<file path="config.mk">
export PLATFORM = sky130hd
export DESIGN_NAME = keypad_scanner_flat
export DESIGN_NICKNAME = d
export VERILOG_FILES = /design/src/rtl/keypad_pkg.sv /design/src/rtl/keypad_if.sv /design/src/rtl/keypad_row_sync.sv /design/src/rtl/keypad_scanner.sv /design/src/flat_wrapper.sv
export SDC_FILE = /design/constraint.sdc
export NUM_CORES = 1
export LEC_CHECK = 0
export CORE_MARGIN = 2
export CORE_UTILIZATION = 30
export DETAILED_ROUTE_END_ITERATION = 10
export PLACE_DENSITY = 0.43
export SLEW_MARGIN = 20
export SYNTH_ARGS = -nofsm -noshare
export SYNTH_HDL_FRONTEND = slang
export SYNTH_SLANG_ARGS = --single-unit
</file>
<file path="constraint.sdc">
create_clock -name clk -period 2 [get_ports clk]
set_input_delay 0.2 -clock clk [delete_from_list [all_inputs] [get_ports clk]]
set_output_delay 0.2 -clock clk [all_outputs]
set_load 0.02 [all_outputs]
</file>
<file path="src/rtl/keypad_pkg.sv">
// Shared types and constants for the 4x4 keypad scanner.
package keypad_pkg;

  localparam int unsigned ROW_W     = 4;
  localparam int unsigned COL_W     = 4;
  localparam int unsigned ROW_IDX_W = 2;
  localparam int unsigned COL_IDX_W = 2;
  localparam int unsigned KEY_W     = ROW_IDX_W + COL_IDX_W;

  typedef enum logic [1:0] {
    ST_SCAN,
    ST_DEBOUNCE,
    ST_REPORT,
    ST_RELEASE
  } state_t;

  // Index of the lowest row bit that reads 0 (closed); 0 when none is closed.
  function automatic logic [ROW_IDX_W-1:0] lowest_zero(input logic [ROW_W-1:0] row);
    logic [ROW_IDX_W-1:0] idx;
    logic                 found;
    idx   = '0;
    found = 1'b0;
    for (int unsigned i = 0; i < ROW_W; i++) begin
      if (!row[i] && !found) begin
        idx   = ROW_IDX_W'(i);
        found = 1'b1;
      end
    end
    return idx;
  endfunction

  // Active-low one-hot column drive for a column index.
  function automatic logic [COL_W-1:0] col_drive(input logic [COL_IDX_W-1:0] idx);
    return ~(COL_W'(1) << idx);
  endfunction

endpackage

</file>
<file path="src/rtl/keypad_if.sv">
// Key hand-off between the scanner (master) and its consumer (slave).
interface keypad_if;
  import keypad_pkg::*;

  logic [KEY_W-1:0] key_code;
  logic             key_valid;
  logic             key_ack;
  logic             overrun;

  modport master (
    output key_code,
    output key_valid,
    output overrun,
    input  key_ack
  );

  modport slave (
    input  key_code,
    input  key_valid,
    input  overrun,
    output key_ack
  );

endinterface

</file>
<file path="src/rtl/keypad_row_sync.sv">
// Two-flop synchronizer for the asynchronous keypad row inputs; idles high.
module keypad_row_sync
  import keypad_pkg::*;
(
  input  logic             clk,
  input  logic             rst,
  input  logic [ROW_W-1:0] i_row,
  output logic [ROW_W-1:0] o_row_s
);

  logic [ROW_W-1:0] r_meta;
  logic [ROW_W-1:0] r_sync;

  // Shift the raw rows through two flops; reset to the idle (all-open) level.
  always_ff @(posedge clk or posedge rst) begin
    if (rst) begin
      r_meta <= '1;
      r_sync <= '1;
    end else begin
      r_meta <= i_row;
      r_sync <= r_meta;
    end
  end

  assign o_row_s = r_sync;

endmodule

</file>
<file path="src/rtl/keypad_scanner.sv">
// 4x4 matrix keypad scanner: column scan, press/release debounce, one-slot
// key buffer with acknowledge and sticky overrun flag.
module keypad_scanner
  import keypad_pkg::*;
#(
  parameter int unsigned SCAN_DIV     = 1000,
  parameter int unsigned DEBOUNCE_CNT = 20000
) (
  input  logic             clk,
  input  logic             rst,
  input  logic [ROW_W-1:0] row_in,
  output logic [COL_W-1:0] col_out,
  keypad_if.master         key_bus
);

  localparam int unsigned CNT_MAX   = (SCAN_DIV > DEBOUNCE_CNT + 1) ? SCAN_DIV : DEBOUNCE_CNT + 1;
  localparam int unsigned CNT_W     = (CNT_MAX > 1) ? $clog2(CNT_MAX) : 1;
  localparam logic [CNT_W-1:0] SCAN_LAST = CNT_W'(SCAN_DIV - 1);
  localparam logic [CNT_W-1:0] DEB_LAST  = CNT_W'(DEBOUNCE_CNT - 1);
  localparam logic [CNT_W-1:0] CNT_ONE   = CNT_W'(1);

  logic [ROW_W-1:0]     w_row_s;

  state_t               r_state,     w_state_nxt;
  logic [CNT_W-1:0]     r_cnt,       w_cnt_nxt;
  logic [COL_IDX_W-1:0] r_col,       w_col_nxt;
  logic [ROW_IDX_W-1:0] r_row_idx,   w_row_idx_nxt;
  logic [ROW_W-1:0]     r_pattern,   w_pattern_nxt;
  logic [KEY_W-1:0]     r_key_code,  w_key_code_nxt;
  logic                 r_key_valid, w_key_valid_nxt;
  logic                 r_overrun,   w_overrun_nxt;
  logic [COL_W-1:0]     r_col_out;
  logic [COL_IDX_W-1:0] w_col_inc;

  keypad_row_sync u_row_sync (
    .clk     (clk),
    .rst     (rst),
    .i_row   (row_in),
    .o_row_s (w_row_s)
  );

  assign w_col_inc = r_col + COL_IDX_W'(1);

  // State, shared dwell/debounce counter, column index and key slot registers.
  always_ff @(posedge clk or posedge rst) begin
    if (rst) begin
      r_state     <= ST_SCAN;
      r_cnt       <= '0;
      r_col       <= '0;
      r_row_idx   <= '0;
      r_pattern   <= '1;
      r_key_code  <= '0;
      r_key_valid <= 1'b0;
      r_overrun   <= 1'b0;
      r_col_out   <= col_drive('0);
    end else begin
      r_state     <= w_state_nxt;
      r_cnt       <= w_cnt_nxt;
      r_col       <= w_col_nxt;
      r_row_idx   <= w_row_idx_nxt;
      r_pattern   <= w_pattern_nxt;
      r_key_code  <= w_key_code_nxt;
      r_key_valid <= w_key_valid_nxt;
      r_overrun   <= w_overrun_nxt;
      // Registered from the next index so col_out moves on the same edge as r_col.
      r_col_out   <= col_drive(w_col_nxt);
    end
  end

  // Next-state logic for the scan FSM and the key slot handshake.
  always_comb begin
    w_state_nxt     = r_state;
    w_cnt_nxt       = r_cnt;
    w_col_nxt       = r_col;
    w_row_idx_nxt   = r_row_idx;
    w_pattern_nxt   = r_pattern;
    w_key_code_nxt  = r_key_code;
    w_key_valid_nxt = r_key_valid;
    w_overrun_nxt   = r_overrun;

    case (r_state)
      ST_SCAN: begin
        if (r_cnt == SCAN_LAST) begin
          w_cnt_nxt = '0;
          if (&w_row_s) begin
            w_col_nxt = w_col_inc;
          end else begin
            w_pattern_nxt = w_row_s;
            w_row_idx_nxt = lowest_zero(w_row_s);
            w_state_nxt   = ST_DEBOUNCE;
          end
        end else begin
          w_cnt_nxt = r_cnt + CNT_ONE;
        end
      end

      ST_DEBOUNCE: begin
        if (w_row_s == r_pattern) begin
          if (r_cnt == DEB_LAST) begin
            w_cnt_nxt   = '0;
            w_state_nxt = ST_REPORT;
          end else begin
            w_cnt_nxt = r_cnt + CNT_ONE;
          end
        end else begin
          w_cnt_nxt   = '0;
          w_col_nxt   = w_col_inc;
          w_state_nxt = ST_SCAN;
        end
      end

      ST_REPORT: begin
        w_cnt_nxt   = '0;
        w_state_nxt = ST_RELEASE;
      end

      ST_RELEASE: begin
        if (&w_row_s) begin
          if (r_cnt == DEB_LAST) begin
            w_cnt_nxt   = '0;
            w_col_nxt   = w_col_inc;
            w_state_nxt = ST_SCAN;
          end else begin
            w_cnt_nxt = r_cnt + CNT_ONE;
          end
        end else begin
          w_cnt_nxt = '0;
        end
      end

      default: begin
        w_cnt_nxt   = '0;
        w_state_nxt = ST_SCAN;
      end
    endcase

    // An ack in the REPORT cycle frees the slot for the new key instead of clearing it.
    if (r_state == ST_REPORT) begin
      if (!r_key_valid || key_bus.key_ack) begin
        w_key_code_nxt  = {r_row_idx, r_col};
        w_key_valid_nxt = 1'b1;
      end else begin
        w_overrun_nxt = 1'b1;
      end
    end else if (key_bus.key_ack && r_key_valid) begin
      w_key_valid_nxt = 1'b0;
      w_overrun_nxt   = 1'b0;
    end
  end

  assign col_out           = r_col_out;
  assign key_bus.key_code  = r_key_code;
  assign key_bus.key_valid = r_key_valid;
  assign key_bus.overrun   = r_overrun;

endmodule

</file>
<file path="src/flat_wrapper.sv">
// flat-port wrapper written by rule: the top's interface ports become plain ports
module keypad_scanner_flat import keypad_pkg::*;
#(
  parameter int unsigned SCAN_DIV     = 1000,
  parameter int unsigned DEBOUNCE_CNT = 20000
)
  (clk, rst, row_in, col_out, key_bus_key_code, key_bus_key_valid, key_bus_overrun, key_bus_key_ack);
  keypad_if key_bus_i ();
  input  logic clk;
  input  logic rst;
  input  logic [ROW_W-1:0] row_in;
  output logic [COL_W-1:0] col_out;
  output wire logic [$bits(key_bus_i.key_code)-1:0] key_bus_key_code;
  output wire logic [$bits(key_bus_i.key_valid)-1:0] key_bus_key_valid;
  output wire logic [$bits(key_bus_i.overrun)-1:0] key_bus_overrun;
  input wire logic [$bits(key_bus_i.key_ack)-1:0] key_bus_key_ack;
  assign key_bus_key_code = key_bus_i.key_code;
  assign key_bus_key_valid = key_bus_i.key_valid;
  assign key_bus_overrun = key_bus_i.overrun;
  assign key_bus_i.key_ack = key_bus_key_ack;
  keypad_scanner #(.SCAN_DIV(SCAN_DIV), .DEBOUNCE_CNT(DEBOUNCE_CNT)) u_core (.clk(clk), .rst(rst), .row_in(row_in), .col_out(col_out), .key_bus(key_bus_i));
endmodule
</file>
======== Word-level counts from Yosys, hierarchy flattened ========
Index checks and enable logic that the tools add are counted.
storage, ports and cells
  bits in registers ....................... 43
  bits of input ports ..................... 7
  output and inout port bits .............. 10
operators by class
  equality and inequality tests ........... 13
  muxes and demuxes ....................... 38
  bitwise logic cells ..................... 2
  $add $sub $neg .......................... 2
  reductions and logical operators ........ 20
  shift operators ......................... 1
operators by type and width
  cell                                                                      number
  15-bit 2-to-1 mux                                                         4
  15-bit one-hot mux with 4 select lines                                    1
  2-bit 2-to-1 mux                                                          13
  1-bit 2-to-1 mux                                                          18
  15-bit by 1-bit adder with 15-bit output (second input constant)          1
  15-bit by 10-bit equality test with 1-bit output (second input constant)  1
  15-bit equality test (second input constant)                              1
  2-bit one-hot mux with 4 select lines                                     1
  1-bit zero test                                                           7
  2-bit by 1-bit inequality test with 1-bit output (second input constant)  3
  2-bit inequality test (second input constant)                             3
  2-bit one-hot mux with 3 select lines                                     1
  2-bit AND reduction                                                       3
  5-bit AND reduction                                                       1
  2-bit equality test (second input constant)                               2
  4-bit equality test                                                       1
  1-bit logical AND                                                         4
  4-bit NOT                                                                 1
  4-bit AND reduction                                                       1
  1-bit by 2-bit left shift with 4-bit output (first input constant)        1
  3-bit inequality test (second input constant)                             1
  3-bit AND reduction                                                       1
  2-bit by 1-bit adder with 2-bit output (second input constant)            1
  2-bit by 1-bit equality test with 1-bit output (second input constant)    1
  4 further kinds                                                           4

======== Depth between registers and ports, before layout ========
Gate-level depths: netlist of the first run.
  word-level depth ........................ 19
  depth in mapped cells ................... 7

======== Cells and area by module ========
A second synthesis of the first run with hierarchy kept.
unflattened totals
  cell total of the unflattened synthesis .. 174
  area, all modules ....................... 1986.9 um^2
modules (own cells, without submodules)
  module           instances  area an instance (um^2)  cells each
  keypad_scanner   1          1773.0                   165
  keypad_row_sync  1          214.0                    9

======== Worst setup path before layout of the first run ========
OpenSTA, ideal clock, no wires.
  path type ............................... reg-to-reg
  start point ............................. reg u_core.u_row_sync.r_sync[1] (netlist: u_core.u_row_sync.o_row_s[1])
  end point ............................... reg u_core.r_cnt[10]
  cell stages (with the launch flop) ...... 7
  data arrival time ....................... 1.592 ns
  clock period less this slack ............ 1.663 ns
  path slack .............................. 0.337 ns
  library setup time ...................... 0.072 ns
  required time ........................... 1.928 ns
  cells stage by stage .................... dfstp_2 > xor2_1 > nor4_4 > a22oi_2 > a2bb2oi_2 > buf_6 > nor2_1
between the ends
  longest elaborated chain between the ends .. 3
RTL lines
  what                                                               RTL line                                     source
  start: declaration                                                 keypad_row_sync.sv:12                        logic [ROW_W-1:0] r_sync;
  start signal: assignment                                           keypad_row_sync.sv:21                        r_sync <= r_meta;
  4-bit equality test / 4-bit AND reduction (equally long branches)  keypad_scanner.sv:98, keypad_scanner.sv:118
  15-bit 2-to-1 mux, on equally long branches                        keypad_scanner.sv:98, keypad_scanner.sv:118
  15-bit one-hot mux with 4 select lines (*)                         keypad_scanner.sv:81                         case (r_state)
  via u_core.w_cnt_nxt[10]                                           keypad_scanner.sv:25                         logic [CNT_W-1:0] r_cnt, w_cnt_nxt;
  end signal: assignment                                             keypad_scanner.sv:58                         r_cnt <= w_cnt_nxt;
  end: declaration                                                   keypad_scanner.sv:25
Mark *: on every way through the listed nets, which the timed path passes. The rest lies on a longest branch.
A chain may end at the register's enable or synchronous reset.

======== Worst setup path after layout of the first run ========
  start point ............................. reg u_core.u_row_sync.r_sync[1] (netlist: u_core.u_row_sync.o_row_s[1])
  end point ............................... reg u_core.r_col[1]
between the ends
  longest elaborated chain between the ends .. 4
RTL lines
  what                                       RTL line                                     source
  4-bit AND reduction                        keypad_scanner.sv:85, keypad_scanner.sv:118
  2-bit 2-to-1 mux                           keypad_scanner.sv:85                         if (&w_row_s) begin
  2-bit 2-to-1 mux                           keypad_scanner.sv:83                         if (r_cnt == SCAN_LAST) begin
  2-bit one-hot mux with 3 select lines (*)  keypad_scanner.sv:81
  via u_core.w_col_nxt[1]                    keypad_scanner.sv:26                         logic [COL_IDX_W-1:0] r_col, w_col_nxt;
  end signal: assignment                     keypad_scanner.sv:59                         r_col <= w_col_nxt;
  end: declaration                           keypad_scanner.sv:26
Marks and branches as above.

==> flow_summary.toml, run 1 <==
[grt]
grt_remaining_overflow = 0
antenna_found_initial = 0
grt_pass1_wl_um = 6490
grt_max_degree = 44
grt_pass1_vias = 1403
grt.total_usage_pct = 11.2

[cts]
worstSkewPairLatency_ns = 0.29
htreeDepth = 2
clockBufferDepth = 2
cts.sinks = 43
cts_made_buffers = 5
clkTransAtPathRegs_ns = 0.08
root_buffer = "clkbuf_8"
cts_tree = "done"
ctsHoldBuffers = 0

[floorplan]
die_x_um = 85.8
start_util_pct = 31.3
num_rows = 29
dieArea_mm2 = 0.00737
io_pins = 17
die_y_um = 85.8
core-area_mm2 = 0.00642

[logic_synthesis]
netlist_area_mm2 = 0.00201
yosys-top-cells-area = "dfrtp_1 (35%), dfstp_2 (20%), nor2_1 (5.4%)"
synth.largest_area_cell = "dfrtp_1"
yosysMostFrequentCell = "nor2_1"
avgSynthCellArea_um2 = 11.1
ys_types = 40
syn_nets = 189
synth_warnings = 0
netlist_instances = 181
async_flop_share_pct = 100
synth-main-ff-cell = "dfrtp_1"
synth_seq_area_share_pct = 54.5
synth_top_cells_by_count = "nor2_1 (29), dfrtp_1 (28), dfstp_2 (15)"
synth_top_area_share_pct = 34.9
ys_seq_elements = 43
synth_edf_count = 0

[setup_path]
crit_path_start_kind = "flop"
critical_path_class = "reg -> reg"
crit_chain = "xor2_1 -> nor4_4 -> o32ai_2 -> or2_1 -> xnor2_1"
critPathRequiredTime_ns = 2.18
cpMaxStageDelayCell = "dfstp_2"
cp_max_fo = 7
cp_data_arrival_time_ns = 1.98
cp_slowest_stage_delay_ns = 0.60
endpoint_kind = "flop"
rr_worst_depth = 5

[drt]
post_drt_wl_per_cell_um = 13.0
viasPerCell = 4.79
drc = 0
drtAntennaViolNets = 0
route.vias.total = 1359
drtPass1Iterations = 6
drt_iter0_markers = 46
routed_wl_um = 3690

[pwr]
p_int_mw = 1.14
p_clk_share_pct = 37.0
switching_share_pct = 22.8
combPwrFrac_pct = 2.9
power_density_mw_per_mm2 = 620
leakagePower_nw = 0.977
p_switching_uw = 338
p_seq_share_pct = 60.1
peakVddDrop_mv = 0.232

[run]
maxCapViolCount = 0

[timing]
final_max_slew_viol_count = 0
period_share_pct = 90.0
finalSetupViolations = 0
slew_headroom_pct = 64.2
rsz0062_at_grt = "false"
hold_slack_ns = 0.307
clock_skew_ns = 0.00707
clock.fmax_ghz = 0.556
fin_tns_setup_ns = 0
tightest_slew_ns = 0.537
final_hold_viol_count = 0
fin_crit_ns = 1.80

[status]
status = "completed"

[finish]
area_growth_pct = 18.9
n_antenna_cell = 0
finalNetCount = 214
fillers = 633
drive_gt1_share_pct = 24.2

[worst_hold_path]
hold_depth = 1
hp-class = "in -> reg"

[place]
dp_hpwl_um = 2700
io_buffers = 16
gp_congestion = 0.718
-- cell type report --
type	instances	area [um^2]	area share, %
Sequential cell	43	1090	45.8
Multi-Input combinational cell	128	878	36.8
Timing Repair Buffer	23	213	8.90
Tap cell	77	96.3	4.03
Clock buffer	5	68.8	2.88
Clock inverter	3	20.0	0.838
Inverter	5	18.8	0.785
-- layout by cell type, fill, tap and decap left out, types with 2 or more instances in the layout --
cell / synthesis / final
nor2_1: 29 / 29
dfrtp_1: 28 / 28
clkdlybuf4s50_1: 0 / 16
dfstp_2: 15 / 15
nand2_1: 12 / 12
xor2_1: 11 / 11
mux2_2: 8 / 8
xnor2_1: 8 / 8
o21ai_0: 7 / 7
buf_4: 0 / 7
nand3_1: 6 / 6
nor3_1: 6 / 6
nand4_1: 5 / 5
inv_1: 5 / 5
clkbuf_8: 0 / 5
a21oi_1: 4 / 4
nand2b_1: 3 / 3
nor4bb_1: 3 / 3
and4_1: 3 / 3
nor2b_1: 2 / 2
and3_1: 2 / 2
nor2_2: 2 / 2
clkinvlp_4: 0 / 2
-- worst max-delay path: cells and delay by family, from the launching register on --
family,cells,cell delay (ns)
xor+xnor,2,0.25
simple gates,2,0.69
compound gates,1,0.16
flops,1,0.60
-- power groups by stage --
stage | Combinational (mW) | Clock (mW) | Sequential (mW)
2_1_floorplan | 0.0215 | 0 | 0.906
3_3_place_gp | 0.0431 | 0 | 0.907
3_5_place_dp | 0.0442 | 0 | 0.908
4_1_cts | 0.0446 | 0.573 | 0.892
5_1_grt | 0.0480 | 0.621 | 0.893
6_report | 0.0426 | 0.548 | 0.891
-- worst paths after layout --
kind                                               from                      endpoint  slack (ns)
min in group asynchronous                           rst           u_core.r_row_idx[1]        0.35
max in group asynchronous                           rst             u_core.col_out[2]        1.28
hold reg to reg             u_core.u_row_sync.r_meta[2]  u_core.u_row_sync.o_row_s[2]        0.35
setup reg to reg           u_core.u_row_sync.o_row_s[1]               u_core.r_col[1]        0.20
hold / removal                                row_in[2]   u_core.u_row_sync.r_meta[2]        0.31
setup / recovery           u_core.u_row_sync.o_row_s[1]               u_core.r_col[1]        0.20
-- through the flow --
stage / power [mW] / setup WS [ns] / utilization (%) / cells / instance area (um^2)
finish: 1.48 / 0.201 / 37.2 / 284 / 2390
global route: 1.56 / 0.0499 / 37.2 / 284 / 2390
CTS: 1.51 / 0.174 / 37.2 / 284 / 2390
detailed placement: 0.952 / 0.00225 / 35.7 / 276 / 2290
global placement: 0.950 / 0.0502 / 35.7 / 276 / 2290
floorplan: 0.928 / 0.337 / - / 181 / 2010
-- cell families after synthesis --
family | Yosys count | synth area share, %
xor gates and xnor gates | 19 | 8.28
and+or+nand+nor | 81 | 22.6
adders and majority gates | 1 | 0.623
AOI/OAI and AO/OA | 18 | 6.66
DFF | 43 | 54.5
buffers and inverters | 10 | 2.37
muxes | 9 | 4.98
-- timing repair --
item                                    4_1_cts  5_1_grt
endpoints found under the setup margin        1        0
gates resized for setup                       1        0
buffers inserted                              0        0
-- metal layers --
layer / vias to the layer above / share of wire [%] / track usage (%)
met4: 0 / 1.0 / 3.90
met1: 652 / 46 / 14.2
li1: 676 / - / -
met3: 4 / 3.4 / 3.27
met5: - / 0 / 0
met2: 27 / 49 / 18.2
-- flip-flops by register name, summed over array words and instances (netlist names), named ones only --
name and cells:
u_core.r_state 1, u_core.col_out 4, u_core.r_cnt 15, u_core.u_row_sync.r_meta 4, u_core.key_bus.key_valid 1, u_core.key_bus.key_code 4
u_core.key_bus.overrun 1, u_core.r_pattern 4, u_core.u_row_sync.o_row_s 4, u_core.r_row_idx 2, u_core.r_col 2
No activity file was read; power rests on OpenSTA's default activity.
==> inputs of run 2 (changes only) <==
SKIP_LAST_GASP = 1   (was unset)
==> results of run 2 <==
The final DEF is identical to that of run 1; final timing and power are the same.
